[src/rtl/bitcoin_pkg.sv]
// Shared types and constants for the bitcoin hash engine and its downstream scan logic.
// Pure declarations: no latency, no flow control.
package bitcoin_pkg;

    localparam int NUM_NONCES_DFLT = 16;

    typedef logic [31:0] word_t;
    typedef logic [15:0] addr_t;

    typedef enum logic [1:0] {
        IDLE  = 2'd0,
        ISSUE = 2'd1,
        SCAN  = 2'd2,
        DONE  = 2'd3
    } scan_state_t;

    // SHA-256 initial hash values, kept here so the hash engine and its consumers agree.
    localparam word_t SHA256_H0 = 32'h6a09e667;
    localparam word_t SHA256_H1 = 32'hbb67ae85;
    localparam word_t SHA256_H2 = 32'h3c6ef372;
    localparam word_t SHA256_H3 = 32'ha54ff53a;
    localparam word_t SHA256_H4 = 32'h510e527f;
    localparam word_t SHA256_H5 = 32'h9b05688c;
    localparam word_t SHA256_H6 = 32'h1f83d9ab;
    localparam word_t SHA256_H7 = 32'h5be0cd19;

endpackage

[src/rtl/nonce_target_scan_if.sv]
// Shared single-port memory bus between the hash engine memory and its clients.
// Synchronous read: read data is valid one cycle after the address; no backpressure.
interface nonce_target_scan_if;
    import bitcoin_pkg::*;

    logic  mem_clk;
    logic  mem_we;
    addr_t mem_addr;
    word_t mem_write_data;
    word_t mem_read_data;

    modport master (
        output mem_clk,
        output mem_we,
        output mem_addr,
        output mem_write_data,
        input  mem_read_data
    );

    modport slave (
        input  mem_clk,
        input  mem_we,
        input  mem_addr,
        input  mem_write_data,
        output mem_read_data
    );

endinterface

[src/rtl/nonce_target_scan_hash_word_cmp.sv]
// Combinational hash-word comparator: new-minimum decision (ties keep lower index) and target test.
// Zero latency, no flow control.
module hash_word_cmp
    import bitcoin_pkg::*;
#(
    parameter int IDX_W = 4
) (
    input  word_t             candidate,
    input  word_t             best,
    input  word_t             target,
    input  logic [IDX_W-1:0]  idx,
    input  logic [IDX_W-1:0]  best_idx,
    output logic              take_new,
    output logic              below_target
);

    always_comb begin
        take_new     = (candidate < best) || ((candidate == best) && (idx < best_idx));
        below_target = (candidate < target);
    end

endmodule

[src/rtl/nonce_target_scan.sv]
// Scans NUM_NONCES hash words from memory for the lowest-index minimum and tests it against a target.
// done rises NUM_NONCES+2 edges after start (earlier with NONCE_SCAN_EARLY_EXIT_EN); read-only, never stalls.
module nonce_target_scan
    import bitcoin_pkg::*;
#(
    parameter  int NUM_NONCES = NUM_NONCES_DFLT,
    localparam int IDX_W      = $clog2(NUM_NONCES)
) (
    input  logic                        clk,
    input  logic                        reset_n,
    input  logic                        start,
    input  addr_t                       hash_addr,
    input  word_t                       target,
    nonce_target_scan_if.master         mem,
    output logic                        done,
    output logic                        found,
    output logic [IDX_W-1:0]            best_nonce,
    output word_t                       best_hash
);

    localparam logic [IDX_W-1:0] LAST_IDX = IDX_W'(NUM_NONCES - 1);

    scan_state_t      state;
    word_t            target_q;
    logic [IDX_W-1:0] rd_idx;
    logic             take_new;
    logic             below_target;

    assign mem.mem_clk        = clk;
    assign mem.mem_we         = 1'b0;
    assign mem.mem_write_data = '0;

    hash_word_cmp #(.IDX_W(IDX_W)) u_cmp (
        .candidate    (mem.mem_read_data),
        .best         (best_hash),
        .target       (target_q),
        .idx          (rd_idx),
        .best_idx     (best_nonce),
        .take_new     (take_new),
        .below_target (below_target)
    );

    always_ff @(posedge clk or negedge reset_n) begin
        if (!reset_n) begin
            state        <= IDLE;
            mem.mem_addr <= '0;
            target_q     <= '0;
            rd_idx       <= '0;
            done         <= 1'b0;
            found        <= 1'b0;
            best_nonce   <= '0;
            best_hash    <= '1;
        end else begin
            case (state)
                IDLE: begin
                    if (start) begin
                        target_q     <= target;
                        mem.mem_addr <= hash_addr;
                        done         <= 1'b0;
                        found        <= 1'b0;
                        best_hash    <= '1;
                        best_nonce   <= '0;
                        rd_idx       <= '0;
                        state        <= ISSUE;
                    end
                end
                ISSUE: begin
                    mem.mem_addr <= mem.mem_addr + 16'd1;
                    state        <= SCAN;
                end
                SCAN: begin
                    // Addresses keep streaming one ahead of the data; the final extra read is discarded.
                    mem.mem_addr <= mem.mem_addr + 16'd1;
                    rd_idx       <= rd_idx + IDX_W'(1);
                    if (take_new) begin
                        best_hash  <= mem.mem_read_data;
                        best_nonce <= rd_idx;
                    end
                    if (rd_idx == LAST_IDX) begin
                        state <= DONE;
                    end
`ifdef NONCE_SCAN_EARLY_EXIT_EN
                    // Every earlier word was >= target, so a qualifying word is also the minimum so far.
                    if (below_target) begin
                        best_hash  <= mem.mem_read_data;
                        best_nonce <= rd_idx;
                        state      <= DONE;
                    end
`endif
                end
                DONE: begin
                    done  <= 1'b1;
                    found <= (best_hash < target_q);
                    state <= IDLE;
                end
                default: state <= IDLE;
            endcase
        end
    end

`ifndef NONCE_SCAN_EARLY_EXIT_EN
    logic unused_below_target;
    assign unused_below_target = below_target;
`endif

endmodule

[src/flat_wrapper.sv]
// flat-port wrapper written by rule: the top's interface ports become plain ports
module nonce_target_scan_flat import bitcoin_pkg::*;
#(
    parameter  int NUM_NONCES = NUM_NONCES_DFLT,
    localparam int IDX_W      = $clog2(NUM_NONCES)
)
  (clk, reset_n, start, hash_addr, target, done, found, best_nonce, best_hash, mem_mem_clk, mem_mem_we, mem_mem_addr, mem_mem_write_data, mem_mem_read_data);
  nonce_target_scan_if mem_i ();
  input  logic clk;
  input  logic reset_n;
  input  logic start;
  input  addr_t hash_addr;
  input  word_t target;
  output logic done;
  output logic found;
  output logic [IDX_W-1:0] best_nonce;
  output word_t best_hash;
  output wire logic [$bits(mem_i.mem_clk)-1:0] mem_mem_clk;
  output wire logic [$bits(mem_i.mem_we)-1:0] mem_mem_we;
  output wire logic [$bits(mem_i.mem_addr)-1:0] mem_mem_addr;
  output wire logic [$bits(mem_i.mem_write_data)-1:0] mem_mem_write_data;
  input wire logic [$bits(mem_i.mem_read_data)-1:0] mem_mem_read_data;
  assign mem_mem_clk = mem_i.mem_clk;
  assign mem_mem_we = mem_i.mem_we;
  assign mem_mem_addr = mem_i.mem_addr;
  assign mem_mem_write_data = mem_i.mem_write_data;
  assign mem_i.mem_read_data = mem_mem_read_data;
  nonce_target_scan #(.NUM_NONCES(NUM_NONCES)) u_core (.clk(clk), .reset_n(reset_n), .start(start), .hash_addr(hash_addr), .target(target), .mem(mem_i), .done(done), .found(found), .best_nonce(best_nonce), .best_hash(best_hash));
endmodule
[config.mk]
export PLATFORM = sky130hd
export DESIGN_NAME = nonce_target_scan_flat
export DESIGN_NICKNAME = d
export VERILOG_FILES = /design/src/rtl/bitcoin_pkg.sv /design/src/rtl/nonce_target_scan_if.sv /design/src/rtl/nonce_target_scan_hash_word_cmp.sv /design/src/rtl/nonce_target_scan.sv /design/src/flat_wrapper.sv
export SDC_FILE = /design/constraint.sdc
export NUM_CORES = 1
export LEC_CHECK = 0
export BUFFER_PORTS_ARGS = -buffer_cell sky130_fd_sc_hd__clkbuf_2
export CELL_PAD_IN_SITES_DETAIL_PLACEMENT = 1
export CELL_PAD_IN_SITES_GLOBAL_PLACEMENT = 1
export CORE_MARGIN = 2
export CORE_UTILIZATION = 36
export CTS_BUF_LIST = sky130_fd_sc_hd__clkbuf_8 sky130_fd_sc_hd__clkbuf_16
export CTS_CLUSTER_DIAMETER = 100
export CTS_CLUSTER_SIZE = 14
export DETAILED_ROUTE_END_ITERATION = 12
export PLACE_DENSITY = 0.75
export SLEW_MARGIN = 20
export SYNTH_ARGS = -nofsm -noshare
export SYNTH_HDL_FRONTEND = slang
export SYNTH_SLANG_ARGS = --single-unit
export TNS_END_PERCENT = 100
[constraint.sdc]
create_clock -name clk -period 2.45 [get_ports clk]
set_input_delay 0.1225 -clock clk [delete_from_list [all_inputs] [get_ports clk]]
set_output_delay 0.1225 -clock clk [all_outputs]
set_load 0.03 [all_outputs]
==> results of run 1 <==
[cell usage in the layout (no fill, tap or decap), drive strengths merged, types with 27 or more instances in the layout]
cell type,count
clkbuf,152
dlygate4sd3,78
inv,74
ha,71
dfrtp,60
buf,56
a21oi,46
mux2,33
conb,33
o22a,33
dfstp,32
nand2,29
o21ai,27
[per-layer routing]
layer / share of wire, % / routed length, microns / GRT usage, % / vias up
met5: 0 / 0 / 0 / -
li1: - / - / - / 2561
met2: 52 / 10500 / 41.1 / 160
met1: 41 / 8280 / 26.3 / 2728
met4: 2.2 / 448 / 7.13 / 0
met3: 4.0 / 793 / 4.05 / 36
[layout make-up]
cell class | instances | area, sq um | area share (%)
multi-input combinational | 399 | 3200 | 37.8
clock inverter | 5 | 60.1 | 0.711
tap | 216 | 270 | 3.20
clock buffer | 15 | 333 | 3.94
inverter | 75 | 282 | 3.33
timing repair buffer | 271 | 1970 | 23.3
sequential | 92 | 2340 | 27.7
[where the power goes]
part / internal, W / total [W] / switching, W
Sequential: 0.00235 / 0.00287 / 0.000518
Combinational: 0.00280 / 0.00668 / 0.00388
Clock: 0.00107 / 0.00179 / 0.000723
Total: 0.00622 / 0.0113 / 0.00512
[sequential cells by signal, summed over array words and instances (netlist names)]
| register | count |
|---|---|
| u_core.rd_idx | 4 |
| u_core.mem.mem_addr | 16 |
| u_core.best_hash | 32 |
| u_core.best_nonce | 4 |
| u_core.state | 2 |
| u_core.found | 1 |
| u_core.done | 1 |
| u_core.target_q | 32 |
[critical path, delay by kind of cell, from the launching register on]
| family | cells | cell delay [ns] |
|---|---|---|
| adder cells (fa/ha/maj) | 1 | 0.27 |
| AO/OA/AOI/OAI | 3 | 0.77 |
| buffers and inverters | 2 | 0.23 |
| flip-flops | 1 | 0.55 |
| AND/OR/NAND/NOR | 3 | 0.79 |
[logic make-up (layout without fill, tap and decap cells)]
family                     Yosys count  after routing  share of synthesized area (%)
AOI/OAI and AO/OA                  151            151                           17.4
buffers and inverters              128            366                           11.3
and+or+nand+nor                    110            110                           9.47
DFF                                 92             92                           40.0
adders and majority gates           71             71                           15.2
muxes                               34             34                           6.52
other                                1             33                         0.0641
[cells in the mapped netlist, types with 9 or more instances]
library cell   n
ha_1          71
nor2_1        21
inv_1         74
o22a_1        27
a21oi_1       46
nor3_1         9
o22ai_1       11
mux2_2        33
nand3_1       17
nand4_1       13
dfrtp_1       60
o21ai_0       27
nand2_1       29
dfstp_2       32
buf_4         34
clkbuf_1      11
[path summary, 6_finish.rpt]
check | startpoint | cells after the start | to | slack (ns)
max | u_core.best_hash[18] | 9 | u_core.best_hash[14] | -0.24
min | hash_addr[11] | 3 | u_core.mem.mem_addr[11] | 0.01
max reg2reg | u_core.best_hash[18] | 9 | u_core.best_hash[14] | -0.24
min reg2reg | u_core.target_q[26] | 1 | u_core.target_q[26] | 0.50
max in group asynchronous | reset_n | 3 | u_core.mem.mem_addr[0] | 1.58
min in group asynchronous | reset_n | 2 | u_core.target_q[16] | 0.19
[through the flow]
stage	instances	setup WS [ns]	setup TNS, ns	total power, W	util, %
6_report	1073	-0.244	-7.30	0.0113	53.2
4_1_cts	1069	-0.0725	-1.51	0.0110	52.2
3_5_place_dp	967	-0.120	-3.64	0.00888	44.0
3_3_place_gp	967	-0.0162	-0.0714	0.00852	44.0
5_1_grt	1073	-0.330	-10.58	0.0122	53.2
2_1_floorplan	619	-0.0479	-1.40	0.00699	-
[repair_timing]
item | CTS | global route
resized for setup | 15 | 13
endpoints found under the hold margin | 111 | 0
endpoints found under the setup margin | 37 | 37
gates cloned | 0 | 3
pin swaps | 9 | 9
setup buffers | 5 | 1
hold buffers | 78 | 0
==> flow_summary_export.csv, run 1 <==
group,metric,value,unit
global_routing,grt_pass1_wl,31300,microns
route,route.detailed.drc,0,
route,wl_per_cell,18.7,microns
sta,fin_ws,-0.244,ns
global_routing,grt_max_degree,40,
clock_tree,clk_latency,0.46,ns
logic_synthesis,synth_seq_cells,92,
sta,rsz0062_at_grt,"yes",
sta,maxSlewViolCount,0,
clock_tree,cts_tree,"built",
logic_synthesis,syn-cell-area,0.00585,sq mm
logic_synthesis,synth-edff-count,0,
sta,hold_slack,0.0120,ns
critical_path,start_kind,"flip-flop",
cells_and_area,nNetsFinal,1006,
route,drtIter0Drc,188,
cells_and_area,synthToLayoutAreaGrowth,44.4,%
status,status,"finished, violations left",
power,power.density,1340,mW/mm^2
route,dr.pass1.iters,5,
die,start_util,36.8,%
logic_synthesis,synth_area_leaders,"dfrtp_1 26%, ha_1 15%, dfstp_2 14%",
logic_synthesis,yosysSeqAreaShare,40.0,%
placed_design,gp_congestion,0.818,
route,ant_nets,0,
logic_synthesis,synth_top_area_share,25.7,%
logic_synthesis,syn_inst,587,
logic_synthesis,synth_cell_type_count,49,
logic_synthesis,yosysWarnings,0,
critical_path,path_cells,"inv_2, ha_4, nand4_1, nor4_4, o2111ai_2, and2_4, a211o_4, clkbuf_16, o22a_1",
cells_and_area,postLayoutCellArea,0.00845,sq mm
sta,hold_violations,0,
sta,slew_headroom,39.0,%
sta,fmax,0.371,GHz
logic_synthesis,synth.avg_cell_area,9.97,sq um
global_routing,grt-ovfl-total,0,
global_routing,grt_pass1_vias,6084,
die,core.rowCount,46,
critical_path,worstSetupPathType,"reg2reg",
sta,finalSetupViolCount,36,
logic_synthesis,yosysTopAreaCell,"dfrtp_1",
cells_and_area,nFillCells,1815,
clock_tree,clkTransAtPathRegs,0.07,ns
logic_synthesis,async_flop_share,100,%
die,die_width,132,microns
sta,finalClockSkew,0.00744,ns
die,core_area,0.0159,sq mm
placed_design,place_hpwl,12700,microns
die,io_pins,171,
logic_synthesis,synth_flop_cell,"dfrtp_1",
cells_and_area,num_antenna_cells,0,
die,fp.dieArea,0.0173,sq mm
sta,min_period,2.69,ns
global_routing,track_usage,22.4,%
route,num_vias,5485,
placed_design,place_area,0.00699,sq mm
route,routed_wirelength,20000,microns
status,violations,"negative setup slack",
sta,post-route-period-util,110,%
critical_path,end_kind,"flip-flop",
die,die_y,132,microns
route,avgViaCountPerCell,5.11,
power,peakVddDrop,682,uV
cells_and_area,drive_above_1_share,37.0,%
critical_path,cpMaxStageDelayCell,"dfstp_2",
sta,tightestPinTransition,0.909,ns
run,max-cap-violations,0,
critical_path,worstPathRequired,2.84,ns
critical_path,cpPeakStageDelay,0.55,ns
power,leakage,4.10,nW
worst_hold_path,min_path_type,"in2reg",
global_routing,antenna_found_initial,0,
critical_path,arrival,3.08,ns
critical_path,cp_max_fo,7,
placed_design,io_buffers,137,
(Power assumes the default switching activity.)
==> run 2, diff against run 1 <==
--- a/config.mk
+++ b/config.mk
@@ -14,7 +14,8 @@
 export CTS_CLUSTER_DIAMETER = 100
 export CTS_CLUSTER_SIZE = 14
 export DETAILED_ROUTE_END_ITERATION = 12
-export PLACE_DENSITY = 0.75
+export PLACE_DENSITY_LB_ADDON = 0.2
+export SETUP_SLACK_MARGIN = 0.1
 export SLEW_MARGIN = 20
 export SYNTH_ARGS = -nofsm -noshare
 export SYNTH_HDL_FRONTEND = slang
==> run 2 against run 1 <==
Net effect:
- the flow still finishes with violations (negative setup slack)
- core utilization decreased by 0.68 points
- critical path depth unchanged
- power decreased by 2.1%
- first-iteration DRC count decreased by 41%
- final cell count decreased by 1.0%
- register-to-register slack improved by 0.14 ns
- via count decreased by 3.1%
- non-clock buffer count decreased by 11
- global-route usage decreased by 1.3 points
- final area decreased by 1.3%
- count of clock-buffer cells in the layout decreased by 1
- clock power increased by 9%
- critical path type unchanged
- critical endpoint is now u_core.best_hash[19]
- largest power group unchanged
- highest routed layer unchanged
==> flow_summary_export.csv, run 2 (synthesis results as in run 1) <==
group,metric,value,unit
cells_and_area,top_regs,"u_core.best_hash: 32 flops, u_core.target_q: 32 flops, u_core.mem.mem_addr: 16 flops",
critical_path,arrival,2.93,ns
critical_path,timing.rr.end,"u_core.best_hash[19]",
power,leakage,4.05,nW
cells_and_area,multi_input_area,0.00317,sq mm
critical_path,worstPathRequired,2.83,ns
cells_and_area,synthToLayoutAreaGrowth,42.6,%
placed_design,dp_slack,-0.140,ns
sta,fin_ws,-0.100,ns
placed_design,gp_congestion,0.804,
critical_path,worstSetupPathType,"reg2reg",
die,core_area,0.0159,sq mm
sta,hold_violations,0,
cells_and_area,num_antenna_cells,0,
cells_and_area,postLayoutCellArea,0.00834,sq mm
route,routed_wirelength,17900,microns
route,ant_nets,0,
critical_path,cp_max_fo,24,
sta,setup_tns,-2.57,ns
critical_path,start_kind,"flip-flop",
placed_design,io_buffers,137,
power,peakVddDrop,624,uV
status,violations,"negative setup slack",
die,die_width,132,microns
power,power.density,1330,mW/mm^2
worst_hold_path,worstHoldPathCells,3,
power,finalPower,0.0111,W
route,num_vias,5315,
die,die_y,132,microns
route,route.detailed.drc,0,
clock_tree,cts_tree,"built",
placed_design,place_area,0.00696,sq mm
worst_hold_path,min_path_type,"in2reg",
global_routing,grt_max_degree,54,
route,avgViaCountPerCell,5.00,
critical_path,end_kind,"flip-flop",
global_routing,grt_pass1_wl,29100,microns
sta,finalSetupViolCount,36,
cells_and_area,layout_commonest_cell,"clkbuf_2",
cells_and_area,register_area,0.00234,sq mm
sta,tightestPinTransition,0.748,ns
critical_path,crit_start,"u_core.best_hash[19]",
sta,min_period,2.55,ns
critical_path,r2r_setup_slack,-0.10,ns
sta,rsz0062_at_grt,"yes",
sta,slew_headroom,49.6,%
sta,fmax,0.392,GHz
cells_and_area,layout_common_cells,"136 x clkbuf_2, 78 x dlygate4sd3_1, 68 x inv_1",
route,dr.pass1.iters,4,
global_routing,track_usage,21.1,%
die,fp.dieArea,0.0173,sq mm
clock_tree,clkTransAtPathRegs,0.07,ns
critical_path,regToRegStartpoint,"u_core.best_hash[19]",
cells_and_area,nFillCells,1856,
die,start_util,36.8,%
global_routing,grt-ovfl-total,0,
clock_tree,clk_latency,0.46,ns
sta,finalClockSkew,0.00971,ns
cells_and_area,drive_above_1_share,35.7,%
die,core.rowCount,46,
run,max-cap-violations,0,
global_routing,grt_pass1_vias,5757,
placed_design,place_hpwl,12600,microns
route,drtIter0Drc,110,
sta,maxSlewViolCount,0,
sta,post-route-period-util,104,%
critical_path,cpMaxStageDelayCell,"dfstp_2",
critical_path,cpPeakStageDelay,0.56,ns
cells_and_area,nNetsFinal,995,
critical_path,r2r.worst_path.cells,9,
global_routing,antenna_found_initial,0,
critical_path,crit_end,"u_core.best_hash[19]",
sta,hold_slack,0.00881,ns
critical_path,path_cells,"inv_2, ha_4, nand4_1, nor4_4, o2111ai_2, and2_4, a211o_1, buf_12, o22a_1",
status,status,"finished, violations left",
die,io_pins,171,
route,wl_per_cell,16.8,microns
-- run 2: final cells by class --
type                       count  area share (%)
clock buffer                  14            3.82
sequential                    92            28.1
inverter                      75            3.37
multi-input combinational    399            38.0
clock inverter                 6            1.33
timing repair buffer         260            22.1
tap                          216            3.24
-- run 2: worst min-delay path by stage --
stage | slack, ns | endpoint | start
after floorplan | -0.17 | u_core.best_nonce[0] | reset_n
after global placement | 0.16 | u_core.target_q[29] | reset_n
after detailed placement | 0.16 | u_core.target_q[28] | reset_n
after CTS | 0.004 | u_core.mem.mem_addr[15] | hash_addr[15]
after global routing | 0.03 | u_core.mem.mem_addr[15] | hash_addr[15]
final | 0.009 | u_core.mem.mem_addr[15] | hash_addr[15]
-- run 2: report_power, final --
group	switching [W]	internal, W	leakage, nW	total, W
Combinational	0.00366	0.00261	2.78	0.00627
Sequential	0.000528	0.00235	1.05	0.00288
Clock	0.000715	0.00125	0.210	0.00196
Total	0.00490	0.00620	4.05	0.0111
-- run 2: critical path, delay by kind of cell (launching register included) --
| family | cells | cell delay (ns) |
|---|---|---|
| AO/OA/AOI/OAI | 3 | 0.69 |
| adder cells (fa/ha/maj) | 1 | 0.26 |
| buffers and inverters | 2 | 0.23 |
| flip-flops | 1 | 0.56 |
| AND/OR/NAND/NOR | 3 | 0.73 |
-- run 2: per-stage QoR --
stage	std cells	utilization, %
after detailed placement	963	43.8
final	1062	52.5
after global routing	1062	52.5
after floorplan	619	-
after global placement	963	43.8
after CTS	1061	52.2
-- run 2: repair_timing --
action,CTS,global route
buffers inserted,1,1
endpoints found under the setup margin,37,37
cloned,0,0
gates resized for setup,19,6
hold buffers,78,0
pin swaps,6,4
hold endpoints to repair,116,0
-- run 2: routing by layer --
metal	vias up	routed length, microns	GRT usage, %
met1	2620	7540	24.4
li1	2533	-	-
met5	-	0	0
met2	130	9250	38.0
met3	32	611	3.55
met4	0	457	9.30
